`config.mk`:
```
export PLATFORM = sky130hd
export DESIGN_NAME = dmac_ch0_engine
export DESIGN_NICKNAME = d
export VERILOG_FILES = /design/src/rtl/dmac_ch0_engine.sv
export SDC_FILE = /design/constraint.sdc
export NUM_CORES = 1
export LEC_CHECK = 0
export CORE_UTILIZATION = 42
export DETAILED_ROUTE_END_ITERATION = 10
export GPL_ROUTABILITY_DRIVEN = 0
export PLACE_DENSITY_LB_ADDON = 0.3
export SETUP_SLACK_MARGIN = 0.15
export SLEW_MARGIN = 20
export SYNTH_ARGS = -nofsm -noshare
export SYNTH_HDL_FRONTEND = slang
export SYNTH_SLANG_ARGS = --single-unit
```
`constraint.sdc`:
```
create_clock -name s_HCLK -period 4 [get_ports s_HCLK]
set_input_delay 0.6 -clock s_HCLK [delete_from_list [all_inputs] [get_ports s_HCLK]]
set_output_delay 0.6 -clock s_HCLK [all_outputs]
set_load 0.01 [all_outputs]
```
`src/rtl/dmac_ch0_engine.sv`:
```
// DMA channel 0 transfer engine: AHB master moving words from source to destination
// with one single read followed by one single write per word.
module dmac_ch0_engine #(
  parameter int ADDR_W = 32,
  parameter int CNT_W  = 12
) (
  input  logic              s_HCLK,
  input  logic              s_HRESETn,
  input  logic              dmac_en,
  input  logic              ch_en,
  input  logic [ADDR_W-1:0] ch_src,
  input  logic [ADDR_W-1:0] ch_dst,
  input  logic [CNT_W+2:0]  ch_ctrl,
  input  logic              intr_mask,
  input  logic              intr_clr,
  input  logic              m_HGRANT,
  input  logic              m_HREADY,
  input  logic [1:0]        m_HRESP,
  input  logic [31:0]       m_HRDATA,
  output logic              m_HBUSREQ,
  output logic [1:0]        m_HTRANS,
  output logic [ADDR_W-1:0] m_HADDR,
  output logic              m_HWRITE,
  output logic [2:0]        m_HSIZE,
  output logic [2:0]        m_HBURST,
  output logic [31:0]       m_HWDATA,
  output logic              ch_en_clr,
  output logic              busy,
  output logic [CNT_W-1:0]  xfer_left,
  output logic              tc_pend,
  output logic              err_pend,
  output logic              DMACINTR
);

  typedef enum logic [2:0] {IDLE, REQ, RD_A, RD_D, WR_A, WR_D, DONE, ERR} state_t;

  state_t            state_q, state_d;
  logic [ADDR_W-1:0] src_q, dst_q;
  logic [31:0]       buf_q;
  logic              arm_q;
  logic              en, start, resp_err, rd_ok, word_ok, last_word;
  logic [CNT_W-1:0]  cnt;

  assign en        = dmac_en & ch_en;
  assign cnt       = ch_ctrl[CNT_W-1:0];
  assign start     = (state_q == IDLE) & en & arm_q;
  assign resp_err  = (m_HRESP == 2'b01);
  assign rd_ok     = (state_q == RD_D) & m_HREADY & ~resp_err;
  assign word_ok   = (state_q == WR_D) & m_HREADY & ~resp_err;
  assign last_word = (xfer_left == CNT_W'(1));

  always_ff @(posedge s_HCLK or negedge s_HRESETn) begin
    if (!s_HRESETn) begin
      state_q   <= IDLE;
      arm_q     <= 1'b1;
      xfer_left <= '0;
      tc_pend   <= 1'b0;
      err_pend  <= 1'b0;
    end else begin
      state_q <= state_d;
      // A start needs the enables to have been low since the previous start.
      if (start)
        arm_q <= 1'b0;
      else if (!en)
        arm_q <= 1'b1;
      if (start)
        xfer_left <= cnt;
      else if (word_ok)
        xfer_left <= xfer_left - CNT_W'(1);
      if (state_q == DONE)
        tc_pend <= 1'b1;
      else if (intr_clr)
        tc_pend <= 1'b0;
      if (state_q == ERR)
        err_pend <= 1'b1;
      else if (intr_clr)
        err_pend <= 1'b0;
    end
  end

  always_ff @(posedge s_HCLK) begin
    if (start) begin
      src_q <= {ch_src[ADDR_W-1:2], 2'b00};
      dst_q <= {ch_dst[ADDR_W-1:2], 2'b00};
    end else if (word_ok) begin
      if (ch_ctrl[CNT_W])   src_q <= src_q + ADDR_W'(4);
      if (ch_ctrl[CNT_W+1]) dst_q <= dst_q + ADDR_W'(4);
    end
    if (rd_ok)
      buf_q <= m_HRDATA;
  end

  always_comb begin
    state_d = state_q;
    unique case (state_q)
      IDLE: if (start) state_d = (cnt == '0) ? DONE : REQ;
      REQ:  if (m_HGRANT && m_HREADY) state_d = RD_A;
      RD_A: if (m_HREADY) state_d = RD_D;
      RD_D: begin
        if (resp_err)      state_d = ERR;
        else if (m_HREADY) state_d = WR_A;
      end
      WR_A: if (m_HREADY) state_d = WR_D;
      WR_D: begin
        if (resp_err)       state_d = ERR;
        else if (m_HREADY) begin
          if (last_word)     state_d = DONE;
          else if (!en)      state_d = IDLE;
          else if (m_HGRANT) state_d = RD_A;
          else               state_d = REQ;
        end
      end
      DONE:    state_d = IDLE;
      ERR:     state_d = IDLE;
      default: state_d = IDLE;
    endcase
  end

  // Address is held through the data phase so it stays stable across wait states.
  always_comb begin
    m_HBUSREQ = 1'b0;
    m_HTRANS  = 2'b00;
    m_HADDR   = '0;
    m_HWRITE  = 1'b0;
    m_HWDATA  = '0;
    ch_en_clr = 1'b0;
    busy      = 1'b0;
    unique case (state_q)
      REQ: begin
        m_HBUSREQ = 1'b1;
        busy      = 1'b1;
      end
      RD_A, RD_D: begin
        m_HBUSREQ = 1'b1;
        busy      = 1'b1;
        m_HTRANS  = (state_q == RD_A) ? 2'b10 : 2'b00;
        m_HADDR   = src_q;
      end
      WR_A, WR_D: begin
        m_HBUSREQ = 1'b1;
        busy      = 1'b1;
        m_HTRANS  = (state_q == WR_A) ? 2'b10 : 2'b00;
        m_HADDR   = dst_q;
        m_HWRITE  = 1'b1;
        m_HWDATA  = (state_q == WR_D) ? buf_q : 32'h0;
      end
      DONE, ERR: ch_en_clr = 1'b1;
      default: ;
    endcase
  end

  assign m_HSIZE  = 3'b010;
  assign m_HBURST = 3'b000;
  assign DMACINTR = (tc_pend & ch_ctrl[CNT_W+2] & intr_mask) | err_pend;

endmodule

```
==> results of run 1 <==
registers in the layout, summed over array words and instances, names as in the netlist:
name	flops
state_q	3
buf_q	32
err_pend	1
dst_q	30
src_q	30
xfer_left	12
tc_pend	1
arm_q	1
metrics by stage:
step           utilization [%]  hold slack [ns]  worst slack, ns  std cells
6_report                 59.57           0.4916           0.4065        985
5_1_grt                  59.57           0.5110           0.2321        985
4_1_cts                  59.57           0.4943           0.3646        985
3_5_place_dp             57.37           0.4825           0.7875        969
3_3_place_gp             57.37           0.4739           0.8386        969
2_1_floorplan                -           0.3044           0.5157        622
cell usage in the layout, fill, tap and decap left out, types with 2 or more instances in the layout:
master / count
clkinv_4: 2
inv_1: 14
nand2b_1: 6
a22o_1: 26
dfrtp_1: 17
nand3_2: 3
nor2_1: 24
o21ai_1: 4
or4_1: 3
inv_6: 2
and4_1: 2
clkbuf_16: 9
nand2_1: 99
edfxtp_1: 92
or3_1: 6
or4_4: 2
nor4_4: 2
a31o_2: 2
a31oi_1: 2
nor3_1: 14
conb_1: 9
o211ai_1: 10
nand3_1: 34
nor4_1: 10
o311ai_0: 4
xor2_1: 29
and3_1: 38
nand4_1: 9
clkdlybuf4s50_1: 198
ha_1: 4
nor3_2: 2
nor4_2: 4
buf_4: 9
a21oi_1: 10
o21ai_0: 55
xnor2_1: 28
cell families (layout without fill, tap and decap cells):
group	after synthesis	after routing	synth area share, %
and+or+nand+nor	261	261	21.78
AOI/OAI and AO/OA	121	121	12.67
DFF	110	110	51.90
buffers and inverters	59	238	4.485
xor gates and xnor gates	57	57	8.061
adders and majority gates	4	4	0.8081
other	2	9	0.1213
muxes	1	1	0.1818
power by group:
group / internal (uW) / leakage [uW] / total (uW) / switching [uW]
combinational: 865 / 0.00180 / 1710 / 840
sequential: 1490 / 0.00106 / 1670 / 184
clock: 503 / 0.000155 / 957 / 454
total: 2850 / 0.00302 / 4330 / 1480
routing by layer:
layer | vias up | part of all wire (%) | track usage, %
li1 | 2593 | - | -
met1 | 2620 | 41 | 29.59
met2 | 224 | 48 | 37.88
met3 | 23 | 8.8 | 7.426
met4 | 0 | 1.6 | 7.831
met5 | - | 0 | 0
area by class of cell:
type	instances	area [um^2]	share of cell area, %
repair buffers	208	2069	24.00
multi-input cells	453	2740	31.77
inverters	14	52.55	0.6093
well taps	184	230.2	2.669
clock inverters	7	92.59	1.074
clock buffers	9	225.2	2.611
flip-flops and latches	110	3214	37.27
worst min-delay path: cells and delay by family (launching register included):
family                 cells  cell delay (ns)
flip-flops                 1             0.36
buffers and inverters      1             0.05
AO/OA/AOI/OAI              1             0.07
path summary, 6_finish.rpt:
check / endpoint
max: m_HADDR[4]
min: arm_q
max reg2reg: src_q[22]
min reg2reg: arm_q
max in group asynchronous: state_q[2]
min in group asynchronous: xfer_left[11]
==> run_results.csv, run 1 <==
group,metric,value,unit
outcome,status,"finished, final reports clean",
setup_path,crit_path_end_kind,"output pin",
floorplanning,die-area,15240,um^2
setup_path,crit_path_top_delay_cell,"clkdlybuf4s50_1",
grt,grt_pass1_wl,27280,um
setup_path,critical_path.cell_chain,"nand2b_1 > inv_1 > buf_12 > a22o_1 > clkdlybuf4s50_1",
power,power,4331,uW
job,maxCapViolCount,0,
floorplanning,die-height,123.4,um
placed_design,numPortBuffers,198,
clock_tree,h-tree-depth,3,
finish,antennaDiodeCount,0,
synthesis,syn_area,6193,um^2
timing,finClkSkew,0.008190,ns
synthesis,avgSynthCellArea,10.07,um^2
clock_tree,cts_hold_buf,0,
floorplanning,num_rows,44,
route,vias,5460,
synthesis,ys_types,47,
setup_path,cp-startpoint,"state_q[1]",
floorplanning,pin_count,212,
timing,max_slew_margin,29.94,%
setup_path,max_stage_delay,0.59,ns
timing,setup_tns,0,ns
grt,grt_usage,23.42,%
route,viasPerCell,5.543,
timing,finalCritPeriodShare,89.84,%
setup_path,critPathRequiredTime,3.40,ns
clock_tree,cts.reportedPaths.clkPinSlew,0.08,ns
route,drc,0,
synthesis,synthTopCellsByCount,"nand2_1 (99), edfxtp_1 (92), o21ai_0 (55)",
power,p_leak,0.003017,uW
timing,rsz0062_at_grt,"false",
worst_hold_path,hold_depth,2,
setup_path,startpoint_type,"flip-flop",
synthesis,synthFlopType,"edfxtp_1",
timing,worst_pin_slew,1.042,ns
setup_path,r2r_slack,1.33,ns
synthesis,syn_inst,615,
clock_tree,cts_resized,0,
clock_tree,cts_tree,"yes",
clock_tree,cts_made_buffers,9,
clock_tree,clkLatencyLatePin,0.36,ns
route,wl,17090,um
finish,fillCellCount,1212,
route,postRouteAntennaNets,0,
setup_path,cp.depth,5,
synthesis,synth_warnings,0,
setup_path,worstReg2RegStart,"state_q[0]",
route,drt_iter0_drc,366,
clock_tree,clockBufferDepth,2,
power,power_density,502.2,nW/um^2
placed_design,postPlaceCellArea,8307,um^2
setup_path,worst-path-buf-inv,3,
clock_tree,clockRootBuffer,"clkbuf_16",
synthesis,seq_area_frac_synth,51.90,%
setup_path,rr_worst_depth,6,
timing,period_minus_slack,3.593,ns
timing,setup_viol,0,
synthesis,synth_most_common_cell,"nand2_1",
route,first_pass_iters,6,
finish,area_growth_syn_to_layout,39.25,%
floorplanning,initial_core_util,42.78,%
finish,drive_above_1_share,5.493,%
placed_design,hpwl,12190,um
route,wl_per_cell,17.35,um
grt,grt_antenna_before_repair,0,
synthesis,synthTopCellsByArea,"edfxtp_1 (45%), dfrtp_1 (6.9%), nand2_1 (6.0%), o21ai_0 (4.4%), xor2_1 (4.1%)",
worst_hold_path,min_from,"arm_q",
timing,fmax,0.2783,GHz
floorplanning,die_w,123.4,um
clock_tree,cts_sinks,110,
synthesis,ys_seq_elements,110,
timing,slew_viol_final,0,
synthesis,synth_largest_area_cell,"edfxtp_1",
floorplanning,core-area,14480,um^2
setup_path,worstPathMaxFanout,47,
worst_hold_path,hp-class,"flip-flop to flip-flop",
power,peakVddDrop,0.0002913,V
grt,grt_pass1_vias,5447,
timing,hold_viol,0,
synthesis,synth_top_area_share,44.61,%
finish,fin_area,8625,um^2
clock_tree,post_cts_buffers,0,
setup_path,critical-path-top-delay-family,"buffers and inverters",
synthesis,ys_async_sr_fraction,16.36,%
finish,fin_nets,921,
grt,overflow,0,
grt,grt_max_degree,73,
setup_path,critical_path_class,"flip-flop to output pin",
setup_path,critPathArrivalTime,2.99,ns
synthesis,synth-edff-count,92,
Note: power is estimated with default switching activity, not from simulation.
==> run 2, diff against run 1 <==
--- a/config.mk
+++ b/config.mk
@@ -5,6 +5,7 @@
 export SDC_FILE = /design/constraint.sdc
 export NUM_CORES = 1
 export LEC_CHECK = 0
+export CAP_MARGIN = 20
 export CORE_UTILIZATION = 42
 export DETAILED_ROUTE_END_ITERATION = 10
 export GPL_ROUTABILITY_DRIVEN = 0
==> constraint.sdc (replaced) <==
create_clock -name s_HCLK -period 4 [get_ports s_HCLK]
set_input_delay 0.8 -clock s_HCLK [delete_from_list [all_inputs] [get_ports s_HCLK]]
set_output_delay 0.8 -clock s_HCLK [all_outputs]
set_load 0.01 [all_outputs]
==> run 2 against run 1 <==
  * Register-to-register slack better by 0.15 ns
  * Critical path type unchanged
  * Power is 0.83% lower
  * Clock skew is 0.0042 ns higher
  * Flip-flop and latch count stayed put
  * Largest cell class unchanged
  * Global-route usage is 0.42 points lower
==> run_results.csv, run 2 (synthesis gave the netlist of run 1 again) <==
group,metric,value,unit
finish,top_regs,"buf_q (32), dst_q (30), src_q (30)",
finish,fin_area,8633,um^2
setup_path,worstReg2RegStart,"state_q[0]",
route,drc,0,
timing,max_slew_margin,33.15,%
route,wl_per_cell,17.15,um
timing,finClkSkew,0.01235,ns
route,drt_iter0_drc,438,
setup_path,startpoint_type,"flip-flop",
route,first_pass_iters,5,
grt,grt_max_degree,73,
floorplanning,initial_core_util,42.78,%
timing,setup_tns,0,ns
setup_path,r2r_slack,1.48,ns
worst_hold_path,min_from,"arm_q",
finish,regMostFlops,"buf_q",
clock_tree,post_cts_buffers,0,
clock_tree,clkLatencyLatePin,0.37,ns
outcome,status,"finished, final reports clean",
clock_tree,clockRootBuffer,"clkbuf_16",
grt,grt_usage,23.01,%
grt,overflow,0,
clock_tree,cts_made_buffers,9,
setup_path,regToRegEndpoint,"dst_q[15]",
finish,fin_nets,924,
clock_tree,h-tree-depth,3,
setup_path,crit_path_end_kind,"output pin",
setup_path,critical_path_class,"flip-flop to output pin",
route,postRouteAntennaNets,0,
finish,largest_reg_flops,32,
timing,hold_viol,0,
worst_hold_path,min_to,"arm_q",
finish,final_cell_mix,"clkdlybuf4s50_1 (198), nand2_1 (99), edfxtp_1 (92)",
timing,rsz0062_at_grt,"false",
timing,whs,0.4975,ns
job,maxCapViolCount,0,
floorplanning,die_w,123.4,um
finish,layout_commonest_cell,"clkdlybuf4s50_1",
floorplanning,die-area,15240,um^2
timing,slew_viol_final,0,
timing,fmax,0.2972,GHz
worst_hold_path,hp-class,"flip-flop to flip-flop",
finish,drive_above_1_share,5.846,%
setup_path,cp-startpoint,"state_q[1]",
clock_tree,cts_tree,"yes",
placed_design,numPortBuffers,198,
grt,grt_pass1_vias,5430,
power,p_leak,0.003024,uW
grt,grt_antenna_before_repair,1,
power,peakVddDrop,0.0003079,V
setup_path,worstPathMaxFanout,47,
floorplanning,pin_count,212,
placed_design,postPlaceCellArea,8329,um^2
power,power_density,497.5,nW/um^2
floorplanning,core-area,14480,um^2
route,wl,16970,um
setup_path,rr_worst_depth,6,
grt,grt_pass1_wl,26720,um
clock_tree,cts_resized,0,
setup_path,critPathArrivalTime,2.56,ns
power,power,4295,uW
worst_hold_path,hold_depth,2,
timing,setup_viol,0,
clock_tree,clockBufferDepth,2,
floorplanning,die-height,123.4,um
timing,period_minus_slack,3.365,ns
floorplanning,num_rows,44,
clock_tree,cts_sinks,110,
route,viasPerCell,5.534,
finish,area_growth_syn_to_layout,39.39,%
clock_tree,cts.reportedPaths.clkPinSlew,0.08,ns
placed_design,hpwl,12360,um
timing,worst_pin_slew,0.9945,ns
setup_path,critPathRequiredTime,3.20,ns
clock_tree,cts_hold_buf,0,
timing,finalCritPeriodShare,84.12,%
route,vias,5473,
-- run 2: critical path: stages (launching register included) --
cell	delay, ns
dfrtp_1	0.49
nand2b_1	0.21
inv_1	0.43
buf_12	0.28
and3_1	0.22
clkdlybuf4s50_1	0.55
-- run 2: area by class of cell --
class	instances	area (um^2)
Sequential cell	110	3214
Clock buffer	9	225.2
Fill cell	1224	5846
Inverter	14	52.55
Tap cell	184	230.2
Timing Repair Buffer	211	2092
Multi-Input combinational cell	453	2740
Antenna cell	1	2.502
Clock inverter	7	76.32
-- run 2: worst max path at each step --
stage / endpoint / slack (ns) / cells after the start
after detailed placement: dst_q[14] / 0.81 / 7
after global routing: m_HWDATA[13] / 0.51 / 5
after floorplan: buf_q[0] / 0.32 / 2
after global placement: dst_q[12] / 0.86 / 7
final: m_HWDATA[8] / 0.64 / 5
after CTS: m_HWDATA[8] / 0.62 / 5
-- run 2: stage by stage --
stage,util (%),setup WS [ns],std cells
after global placement,57.53,0.8579,972
after global routing,59.63,0.5074,989
final,59.63,0.6353,989
after floorplan,-,0.3157,622
after detailed placement,57.53,0.8099,972
after CTS,59.61,0.6232,988
-- run 2: power breakdown --
part           switching, uW  internal [uW]  leakage, uW  total, uW
Clock                    465            446     0.000149        911
Combinational            834            879      0.00182       1710
Sequential               187           1480      0.00106       1670
Total                   1490           2810      0.00302       4300
-- run 2: per-layer routing --
layer | vias up | global-route usage (%) | wire (um)
met5 | - | 0 | 0
met3 | 22 | 7.795 | 1613
met2 | 239 | 38.79 | 8264
met1 | 2611 | 27.25 | 6857
met4 | 0 | 8.057 | 231
li1 | 2601 | - | -
==> RTL change 1 (settings of run 2) <==
Re-encode `state_t` (8 states) as one-hot, 8 bits wide.
--- a/src/rtl/dmac_ch0_engine.sv
+++ b/src/rtl/dmac_ch0_engine.sv
@@ -32,7 +32,7 @@
   output logic              DMACINTR
 );
 
-  typedef enum logic [2:0] {IDLE, REQ, RD_A, RD_D, WR_A, WR_D, DONE, ERR} state_t;
+  typedef enum logic [7:0] {IDLE = 8'b00000001, REQ = 8'b00000010, RD_A = 8'b00000100, RD_D = 8'b00001000, WR_A = 8'b00010000, WR_D = 8'b00100000, DONE = 8'b01000000, ERR = 8'b10000000} state_t;
 
   state_t            state_q, state_d;
   logic [ADDR_W-1:0] src_q, dst_q;
Check against the original RTL: no difference found for any inputs over 4 cycles, from zero or initial values and one cycle with s_HRESETn low; so few cycles prove little.
==> RTL change 1 against run 2 <==
- sequential cell count grew 5
- setup slack lost 0.30 ns
- power grew 5.0%
- fmax shrank 8.3%
- cell area grew 8.2%
- via count grew 6.9%
- wire length grew 7.8%
- sequential share of layout area shrank 1.5 points
- area after synthesis grew 6.3%
- critical path type unchanged
- largest power group is now sequential cells
==> RTL change 1: results (changes against run 2) <==
pre-CTS WS 0.7565 ns (-0.05338 ns); H-Tree Depth 4 (+1); async set-reset flop share out of synthesis 20.00% (+3.6 points); WP data arrival 2.87 ns (+0.31 ns); Ys Warns 0 (unchanged); max_slew headroom 27.19% (-6.0 points); clock insertion delay at the later pin of the skew report 0.42 ns (+0.05 ns); first-pass GRT wire length 28790 µm (+7.7%); gr usage total 23.01% (about the same); sequential element share of the synthesized area 50.75% (-1.1 points); worst r2r src state_q[0]; initial DRC count 416 (-5.0%); LEAKAGE 0.003277 µW (+8.4%); clock skew 0.008724 ns (-0.003622 ns); R2R Path End dst_q[27]; Worst-path clk slew 0.06 ns (-0.02 ns); post-synthesis mux area share 1.426% (+1.2 points); Synth cell types 59 (+26%); Synth Instances 653 (+6.2%); Synth Area in Adders 0.7603% (-0.048 points); antenna violations before repair 1 (unchanged); DP Cell Count 1035 (+6.5%); Regs by FF count buf_q x32, dst_q x30, src_q x30; Reg2Reg Setup Slack 1.19 ns (-0.29 ns); Synth Area in Compound Gates 12.47% (-0.20 points); Routed WL 18290 µm (+7.8%); layout cell share with drive strength beyond 1 6.659% (+0.81 points); final std cells w/o fill 1068 (+8.0%); Post-synth top cells nand2_1 (103), edfxtp_1 (92), o21ai_0 (56); vias in the first global route 5789 (+6.6%); clock buffer depth 2 (unchanged); DP HPWL 13240 µm (+7.2%); Vias 5853 (+6.9%); ranking of synthesized cells by area edfxtp_1 (42%), dfrtp_1 (8.0%), nand2_1 (5.9%); CTS buffer count 17 (+8); Synth Area in XOR/XNOR 7.185% (-0.88 points); Fmax 272.5 MHz (-8.3%); Max IR drop VDD 304.0 µV (-1.3%); largest net degree at the start of global routing 67 (-8.2%); Crit Path Max Fanout 31 (-34%); Worst Hold Class primary input to asynchronous set/reset pin; fill count 1230 (+0.49%); run status finished, final reports clean; nets 968 (+4.8%)
RTL change 1: cell count changes after synthesis, moves of 5 or more:
cell | before | now
xnor2_1 | 28 | 19
nor4_1 | 10 | 15
and3_1 | 38 | 14
and2_1 | 0 | 38
a21oi_1 | 10 | 5
mux2i_1 | 0 | 6
a22o_1 | 26 | 31
o211ai_1 | 10 | 3
xor2_1 | 29 | 35
nor3_1 | 16 | 6
nand4_1 | 9 | 21
RTL change 1: cells by family after synthesis:
logic type	count (synthesis)
adder cells (fa/ha/maj)	4
AND/OR/NAND/NOR	293
buffers and inverters	55
XOR/XNOR	54
flip-flops	115
AO/OA/AOI/OAI	121
multiplexers	9
other	2
RTL change 1: worst max-delay path, cell delays in order (launching register included):
cell and delay [ns]:
dfrtp_1 0.42, or4_4 0.61, a2111oi_2 0.23, buf_4 0.39, nor2_1 0.14, nand2_1 0.12
clkdlybuf4s50_1 0.56
RTL change 1: where the power goes:
part / leakage (µW) / switching (µW) / internal (µW) / total (µW)
clock: 0.000287 / 529 / 1030 / 1560
combinational: 0.00186 / 592 / 580 / 1170
sequential: 0.00113 / 229 / 1550 / 1780
RTL change 1: repair_timing:
action,4_1_cts,5_1_grt
gates resized for setup,0,2
setup endpoints to repair,0,4
endpoints found under the hold margin,0,0
hold buffers,0,0
RTL change 1: per-layer routing:
layer	routed length, µm	track usage, %	vias up
li1	-	-	2759
met4	429	10.57	0
met2	8736	38.14	289
met5	0	0	-
met1	7321	26.70	2761
met3	1800	8.291	44
RTL change 1: metrics by stage:
stage	hold WS (ns)	area, µm²
after global routing	0.4079	9341
final	0.3675	9344
after CTS	0.5301	9330
after global placement	0.5073	8732
after floorplan	0.4985	6609
after detailed placement	0.5219	8732
RTL change 1: cell type report:
cell class	instances	area share, %
Inverter	10	0.4017
Sequential cell	115	35.75
Clock inverter	13	1.768
Timing Repair Buffer	209	22.21
Multi-Input combinational cell	490	32.38
Antenna cell	1	0.02678
Tap cell	211	2.825
Clock buffer	19	4.633
RTL change 1: how the worst max path moves through the flow:
stage	from	end	cells after the start
after global placement	state_q[1]	busy	6
after detailed placement	state_q[4]	m_HWDATA[2]	5
after global routing	state_q[1]	m_HADDR[28]	5
after floorplan	state_q[1]	buf_q[0]	3
after CTS	state_q[4]	m_HWDATA[13]	5
final	state_q[1]	busy	6
==> RTL change 2 (config.mk and constraints of run 2) <==
Made on the original files. `ADDR_W`: 32 -> 24.
--- a/src/rtl/dmac_ch0_engine.sv
+++ b/src/rtl/dmac_ch0_engine.sv
@@ -1,7 +1,7 @@
 // DMA channel 0 transfer engine: AHB master moving words from source to destination
 // with one single read followed by one single write per word.
 module dmac_ch0_engine #(
-  parameter int ADDR_W = 32,
+  parameter int ADDR_W = 24,
   parameter int CNT_W  = 12
 ) (
   input  logic              s_HCLK,
Interface: changed (resized ch_dst, ch_src and m_HADDR); port bits go from 212 to 188. The function was not compared with the original's and may differ.
==> RTL change 2 against run 2 <==
- clock power down 9.5%
- cell area down 15%
- power down 15%
- via count down 15%
- largest cell class unchanged
- area after synthesis down 15%
- sequential cell count down 16
- register-to-register slack better by 0.08 ns
- core utilization up 1.3 points
- critical path depth down 1
- wire length down 17%
- setup slack better by 0.17 ns
- worst hold slack worse by 0.018 ns
- critical path type unchanged
- combinational power down 21%
- sequential power down 11%
==> RTL change 2: results (changes against run 2) <==
run status finished, final reports clean; largest net degree at the start of global routing 64 (-12%); antenna violations before repair 0 (-1); CTS buffer count 9 (unchanged); min-delay src arm_q; diodes inserted 0 (-1); Regs by FF count buf_q x32, dst_q x22, src_q x22; Max IR drop VDD 254.5 µV (-17%); Critical Path Max Stage Delay 0.58 ns (+0.03 ns); gr usage total 22.34% (-0.67 points); clock insertion delay at the later pin of the skew report 0.34 ns (-0.03 ns); Routed WL 14060 µm (-17%); Power Internal 2413 µW (-14%); max_slew headroom 44.21% (+11 points); WP data arrival 2.40 ns (-0.16 ns); first-pass GRT wire length 22700 µm (-15%); Post-synth EDFFs 76 (-17%); async set-reset flop share out of synthesis 19.15% (+2.8 points); setup bufs post-CTS 0 (unchanged); clock skew 0.007104 ns (-0.005242 ns); Reg2Reg Setup Slack 1.56 ns (+0.08 ns); r2r worst-path depth 5 (-1); initial DRC count 280 (-36%); post-CTS sizing 0 (unchanged); nets 786 (-15%); vias in the first global route 4503 (-17%); ranking of synthesized cells by area edfxtp_1 (43%), dfrtp_1 (8.1%), nand2_1 (4.6%); Synth cell types 52 (+11%); Worst Hold Class register to register; layout cell share with drive strength beyond 1 4.839% (-1.0 points); Detailed Routing Iterations Pass 1 5 (unchanged); Post-synth top cells edfxtp_1 (76), nand2_1 (65), and3_1 (38); fill count 1052 (-14%); worst r2r src state_q[0]; Crit Path Max Fanout 59 (+26%); Final TNS setup 0 ns (unchanged); H-Tree Depth 3 (unchanged); Vias 4658 (-15%); LEAKAGE 0.002667 µW (-12%); R2R Path End xfer_left[7]; CTS Root Buffer Type clkbuf_16; sequential element share of the synthesized area 52.10% (+0.20 points); slowest CP cell clkdlybuf4s50_1; DP HPWL 10230 µm (-17%); IO Port Bufs 174 (-12%)
RTL change 2: cell count changes in the layout (fill, tap and decap cells not counted), moves of 5 or more:
cell	change
nand2_1	-34
clkdlybuf4s50_1	-24
xor2_1	-20
o21ai_0	-18
edfxtp_1	-16
nand3_1	-12
xnor2_1	-9
a31oi_1	+7
buf_4	-6
nand4_1	+6
nor3_1	-5
or4_1	+5
RTL change 2: worst max path at each step:
stage / startpoint / to / slack [ns] / depth (start not counted)
floorplan: state_q[2] / m_HWDATA[23] / 1.56 / 6
global placement: dmac_en / src_q[6] / 1.14 / 5
detailed placement: dmac_en / xfer_left[7] / 1.07 / 6
CTS: state_q[0] / busy / 0.75 / 3
global route: state_q[2] / m_HADDR[22] / 0.67 / 4
finish: state_q[2] / m_HADDR[20] / 0.80 / 4
RTL change 2: cell type report:
class	count	area share (%)
sequential	94	37.06
clock buffer	9	3.052
tap	168	2.848
multi-input combinational	374	30.93
clock inverter	7	0.7630
timing repair buffer	181	24.48
inverter	17	0.8647
RTL change 2: kinds of logic after synthesis:
logic type	share of synthesized area, %
AO/OA/AOI/OAI	14.66
buffers and inverters	5.198
multiplexers	0.1908
adder cells (fa/ha/maj)	0.9538
other	0.1431
AND/OR/NAND/NOR	22.08
flip-flops	52.10
XOR/XNOR	4.673
RTL change 2: critical path: cells and delay by family, from the launching register on:
| kind | cells | cell delay, ns |
|---|---|---|
| AND/OR/NAND/NOR | 1 | 0.25 |
| AO/OA/AOI/OAI | 1 | 0.23 |
| flip-flops | 1 | 0.51 |
| buffers and inverters | 2 | 1.06 |
RTL change 2: layer usage:
metal | vias up | share of wire [%] | track usage [%]
li1 | 2257 | - | -
met1 | 2203 | 42 | 29.76
met2 | 183 | 49 | 35.57
met3 | 15 | 8.0 | 5.898
met4 | 0 | 1.6 | 7.273
met5 | - | 0 | 0
RTL change 2: through the flow:
step / instances / hold WS, ns / setup WS (ns) / area [µm²] / util (%)
2_1_floorplan: 528 / 0.4524 / 1.557 / 5274 / -
3_3_place_gp: 834 / 0.4614 / 1.137 / 7091 / 58.54
3_5_place_dp: 834 / 0.4711 / 1.075 / 7097 / 58.60
4_1_cts: 850 / 0.4816 / 0.7462 / 7378 / 60.92
5_1_grt: 850 / 0.4958 / 0.6685 / 7380 / 60.93
6_report: 850 / 0.4790 / 0.8021 / 7380 / 60.93
RTL change 2: power groups by stage:
stage / registers (µW) / clock network, µW / logic, µW
3_5_place_dp: 1500 / 0 / 1350
2_1_floorplan: 1420 / 0 / 741
4_1_cts: 1480 / 840 / 1360
5_1_grt: 1520 / 881 / 1460
6_report: 1490 / 824 / 1350
3_3_place_gp: 1490 / 0 / 1320
